## config.mk

```make
export PLATFORM = sky130hd
export DESIGN_NAME = fma16_sched
export DESIGN_NICKNAME = d
export VERILOG_FILES = /design/src/rtl/fma16_sched.sv
export SDC_FILE = /design/constraint.sdc
export NUM_CORES = 1
export LEC_CHECK = 0
export ABC_AREA = 0
export CAP_MARGIN = 20
export CORE_ASPECT_RATIO = 1.4
export CORE_MARGIN = 10
export CORE_UTILIZATION = 40
export DETAILED_ROUTE_END_ITERATION = 8
export DONT_BUFFER_PORTS = 1
export GPL_TIMING_DRIVEN = 1
export MAX_ROUTING_LAYER = met4
export PLACE_DENSITY_LB_ADDON = 0.05
export SLEW_MARGIN = 15
export SYNTH_ARGS = -nofsm -noshare
export SYNTH_HDL_FRONTEND = slang
export SYNTH_SLANG_ARGS = --single-unit
export TNS_END_PERCENT = 100
```

## constraint.sdc

```tcl
create_clock -name clk -period 2.5 [get_ports clk]
set_input_delay 0.75 -clock clk [delete_from_list [all_inputs] [get_ports clk]]
set_output_delay 0.75 -clock clk [all_outputs]
set_load 0.03 [all_outputs]
```

## src/rtl/fma16_sched.sv

```systemverilog
// fma16_sched: round-robin scheduler sharing one fixed-latency fma16 datapath
// between two requesters.
//
// Each cycle at most one requester is accepted. Its operation goes into an issue
// register and is driven into the datapath on the next cycle. A LAT-deep {valid, tag}
// pipeline follows each operation through the datapath. One cycle after the operation
// leaves the datapath, its result and flags are returned to the requester that sent it
// as a one-cycle response.
//
// Ports:
//   clk, reset          clock; synchronous active-high reset
//   req_valid/ready     per-requester handshake (bit i = requester i)
//   req_x/y/z           per-requester operands, [15:0]=req0, [31:16]=req1
//   req_ctl             per-requester {mul, add, negp, negz}, [3:0]=req0, [7:4]=req1
//   fu_valid, fu_*      operation issued to the datapath
//   fu_res, fu_flags    datapath result/flags, valid LAT cycles after fu_valid
//   rsp_valid           one-hot response strobe (bit i = requester i)
//   rsp_res, rsp_flags  response payload; holds its value between responses
//   busy                an operation is in the issue register or the tag pipeline
module fma16_sched #(
  parameter int unsigned LAT = 3
) (
  input  logic        clk,
  input  logic        reset,
  input  logic [1:0]  req_valid,
  output logic [1:0]  req_ready,
  input  logic [31:0] req_x,
  input  logic [31:0] req_y,
  input  logic [31:0] req_z,
  input  logic [7:0]  req_ctl,
  output logic        fu_valid,
  output logic [15:0] fu_x,
  output logic [15:0] fu_y,
  output logic [15:0] fu_z,
  output logic        fu_mul,
  output logic        fu_add,
  output logic        fu_negp,
  output logic        fu_negz,
  input  logic [15:0] fu_res,
  input  logic [3:0]  fu_flags,
  output logic [1:0]  rsp_valid,
  output logic [15:0] rsp_res,
  output logic [3:0]  rsp_flags,
  output logic        busy
);

  // Round-robin pointer: names the requester that wins when both are valid.
  logic rr_q, rr_d;

  // Arbitration results.
  logic [1:0] grant;
  logic       accept;
  logic       win;

  // Issue register.
  logic        iss_v_q;
  logic        iss_tag_q;
  logic [15:0] iss_x_q, iss_y_q, iss_z_q;
  logic [3:0]  iss_ctl_q;

  // Tag pipeline: one {valid, tag} pair per datapath stage.
  logic [LAT-1:0] tv_q, tv_d;
  logic [LAT-1:0] tt_q, tt_d;

  // Response register.
  logic [1:0]  rsp_v_q, rsp_v_d;
  logic [15:0] rsp_res_q;
  logic [3:0]  rsp_flags_q;

  // State register for the arbiter pointer.
  always_ff @(posedge clk) begin
    if (reset) begin
      rr_q <= 1'b0;
    end else begin
      rr_q <= rr_d;
    end
  end

  // Pointer next state: after an accept, priority passes to the other requester.
  always_comb begin
    rr_d = rr_q;
    if (accept) begin
      rr_d = ~win;
    end
  end

  // Grant decode; never looks at req_ready, so there is no combinational loop.
  always_comb begin
    grant = 2'b00;
    unique case (req_valid)
      2'b01:   grant = 2'b01;
      2'b10:   grant = 2'b10;
      2'b11:   grant = rr_q ? 2'b10 : 2'b01;
      default: grant = 2'b00;
    endcase
    accept = |grant;
    win    = grant[1];
  end

  assign req_ready = grant;

  // The issue register loads on every accept. Its operands hold otherwise, so fu_*
  // keeps its last value during bubbles.
  always_ff @(posedge clk) begin
    if (reset) begin
      iss_v_q   <= 1'b0;
      iss_tag_q <= 1'b0;
      iss_x_q   <= '0;
      iss_y_q   <= '0;
      iss_z_q   <= '0;
      iss_ctl_q <= '0;
    end else begin
      iss_v_q <= accept;
      if (accept) begin
        iss_tag_q <= win;
        iss_x_q   <= win ? req_x[31:16] : req_x[15:0];
        iss_y_q   <= win ? req_y[31:16] : req_y[15:0];
        iss_z_q   <= win ? req_z[31:16] : req_z[15:0];
        iss_ctl_q <= win ? req_ctl[7:4] : req_ctl[3:0];
      end
    end
  end

  assign fu_valid = iss_v_q;
  assign fu_x     = iss_x_q;
  assign fu_y     = iss_y_q;
  assign fu_z     = iss_z_q;
  assign fu_mul   = iss_ctl_q[3];
  assign fu_add   = iss_ctl_q[2];
  assign fu_negp  = iss_ctl_q[1];
  assign fu_negz  = iss_ctl_q[0];

  // The tag pipeline shifts every cycle. It never stalls, because the datapath never
  // stalls.
  always_comb begin
    tv_d    = '0;
    tt_d    = '0;
    tv_d[0] = iss_v_q;
    tt_d[0] = iss_tag_q;
    for (int unsigned i = 1; i < LAT; i++) begin
      tv_d[i] = tv_q[i-1];
      tt_d[i] = tt_q[i-1];
    end
  end

  always_ff @(posedge clk) begin
    if (reset) begin
      tv_q <= '0;
      tt_q <= '0;
    end else begin
      tv_q <= tv_d;
      tt_q <= tt_d;
    end
  end

  // The last stage marks the cycle in which fu_res belongs to its tag.
  always_comb begin
    rsp_v_d = 2'b00;
    if (tv_q[LAT-1]) begin
      rsp_v_d = tt_q[LAT-1] ? 2'b10 : 2'b01;
    end
  end

  always_ff @(posedge clk) begin
    if (reset) begin
      rsp_v_q     <= 2'b00;
      rsp_res_q   <= '0;
      rsp_flags_q <= '0;
    end else begin
      rsp_v_q <= rsp_v_d;
      if (tv_q[LAT-1]) begin
        rsp_res_q   <= fu_res;
        rsp_flags_q <= fu_flags;
      end
    end
  end

  assign rsp_valid = rsp_v_q;
  assign rsp_res   = rsp_res_q;
  assign rsp_flags = rsp_flags_q;

  // A response waiting in the output register does not count as in flight.
  assign busy = iss_v_q | (|tv_q);

endmodule

```

==> flow_summary.toml <==
[final_layout]
area_growth_pct = 5.922
final_common_cell = "dfxtp_1"
layout_common_cells = "82 x dfxtp_1, 75 x nor2_1, 53 x inv_1, 53 x a21oi_1"
fin_nets = 547
antenna_cells = 0
final_area_sq_um = 4140
final_layout_size_suffix_gt1_share_pct = 5.425

[floorplan]
die_h_um = 137.0
core-area_sq_um = 9512
row_count = 42
dieWidth_um = 103.5
initial_core_util_pct = 41.09
pin_count = 206
die_area_sq_um = 14180

[critical_path]
critPathKind = "flop to output pin"
start_kind = "flop"
cp_slowest_stage_delay_ps = 640
critical_path.top_delay_family = "simple AND/OR/NAND/NOR gates"
r2r_slack_ps = 940
required_ps = 1750
endpoint_kind = "output pin"
crit_chain = "or4_1"
worstRegToRegCells = 4
critPathMaxFanout = 3
reg2reg_from = "rr_q"
cp_data_arrival_time_ps = 1390
cpMaxStageDelayCell = "or4_1"
critPathBufInv = 0
r2r-end = "fu_x[3]"

[synthesis]
ys_types = 21
ys_ff_latch = 83
yosysSeqAreaShare_pct = 42.51
netlist_instances = 450
yosys_warnings = 0
syn_avg_cell_area_sq_um = 8.686
syn-num-nets = 578
synth_area_sq_um = 3909

[global_routing]
grt.total_usage_pct = 15.84
grt_pass1_vias = 3035
antenna_found_initial = 0
grt_overflow_total = 0
grt_max_degree = 161
grt_first_pass_wirelength_mm = 17.39

[route]
via_per_inst = 5.597
final_antenna_net_count = 0
firstDrtPassIters = 5
finalWirelength_mm = 11.79
wire_per_inst_um = 21.21
drc = 0
dr_total_vias = 3112
drt_iter0_drc = 180

[sta]
timing.final.crit_share_pct = 85.77
rsz0062_at_grt = "false"
slew_violations = 0
whs_ps = 413.2
tightest_slew_ps = 614.7
fin_tns_setup_ps = 0
period_minus_slack_ps = 2144
fin_ws_ps = 355.7
clock_skew_ps = 4.070
slew_headroom_pct = 59.02
fmax_ghz = 0.4663
setup_viol = 0
finalHoldViolCount = 0

[clock_network]
cts_setup_buffers = 0
clock_path_buffers = 2
tritoncts = "done"
root_buffer = "clkbuf_16"
cts_resized = 0
path_clk_slew_ps = 60
ctsHoldBuffers = 0
cts_buffers = 9
insertion_delay_ps = 330
clock-sinks = 83
cts_max_level = 3

[placement]
dpl.hpwl_mm = 7.868
dp_slack_ps = 637.7
globalplace.congestion = 0.7350
portBuffers = 0
placed_cell_area_sq_um = 3820

[hold_path]
worst_hold_startpoint = "tt_q[2]"
hp-class = "flop to flop"
holdPathEnd = "rsp_valid[0]"
hold_depth = 1

[power]
powerDensity_nw_per_um2 = 807.3
leakage_uw = 0.001674
total_power_uw = 3342
ir_drop_uv = 290.9

[status]
status = "completed"

[flow_run]
maxCapViolations = 0
## layer usage
metal | track usage (%) | routed length (um)
met1 | 17.68 | 4804
met3 | 7.153 | 1068
met4 | 5.110 | 157
met5 | - | 0
met2 | 24.86 | 5761
## final cells by class
class / instances / area (sq um)
clock buffer: 12 / 246.5
clock inverter: 4 / 73.82
fill: 964 / 5371
inverter: 54 / 202.7
multi-input combinational: 266 / 1752
sequential: 83 / 1663
tap: 132 / 165.2
timing repair buffer: 5 / 37.54
## power breakdown
part	internal (uW)	switching (uW)	total [uW]
sequential	1410	229	1640
combinational	138	145	283
clock	903	517	1420
## per-stage QoR
step                std cells  util (%)
floorplan                 450         -
global placement          540     40.16
detailed placement        540     40.16
CTS                       556     43.53
global route              556     43.53
finish                    556     43.53
## logic make-up (layout without fill, tap and decap cells)
group | count (synthesis) | count (layout) | share of synthesized area (%)
compound gates | 160 | 160 | 30.60
buf+inv | 101 | 75 | 12.68
simple gates | 86 | 86 | 9.091
flops | 83 | 83 | 42.51
mux | 20 | 20 | 5.122
## Yosys cell counts, drive strengths merged
| library cell | n | area [sq um] |
|---|---|---|
| a21boi | 1 | 7.510 |
| buf | 38 | 259.0 |
| o21ai | 1 | 5.000 |
| nand2 | 2 | 12.51 |
| clkbuf | 9 | 33.78 |
| a31oi | 52 | 325.3 |
| a21oi | 53 | 265.3 |
| nor2b | 6 | 37.54 |
| inv | 54 | 202.7 |
| or4 | 1 | 7.510 |
| nor2 | 75 | 281.5 |
| and3b | 1 | 8.760 |
| o221a | 52 | 585.6 |
| mux2i | 20 | 200.2 |
| o21bai | 1 | 7.510 |
| nor3b | 1 | 7.510 |
| dfxtp | 83 | 1662 |
## state kept, by name (all words and copies together), names as in the netlist
signal,count
fu_valid,1
fu_x,16
fu_y,16
fu_z,16
iss_ctl_q,4
iss_tag_q,1
rr_q,1
rsp_flags,4
rsp_res,16
rsp_valid,2
tt_q,3
tv_q,3
## worst max path at each step
stage                 startpoint      endpoint  slack, ps  cells past startpoint
finish                  fu_valid          busy        360                      1
global route            fu_valid          busy        310                      1
CTS                     fu_valid          busy        330                      1
detailed placement  req_valid[1]  req_ready[0]        640                      4
global placement    req_valid[1]  req_ready[0]        650                      4
floorplan           req_valid[1]  req_ready[1]        120                      4
No activity file was read; power rests on OpenSTA's default activity.
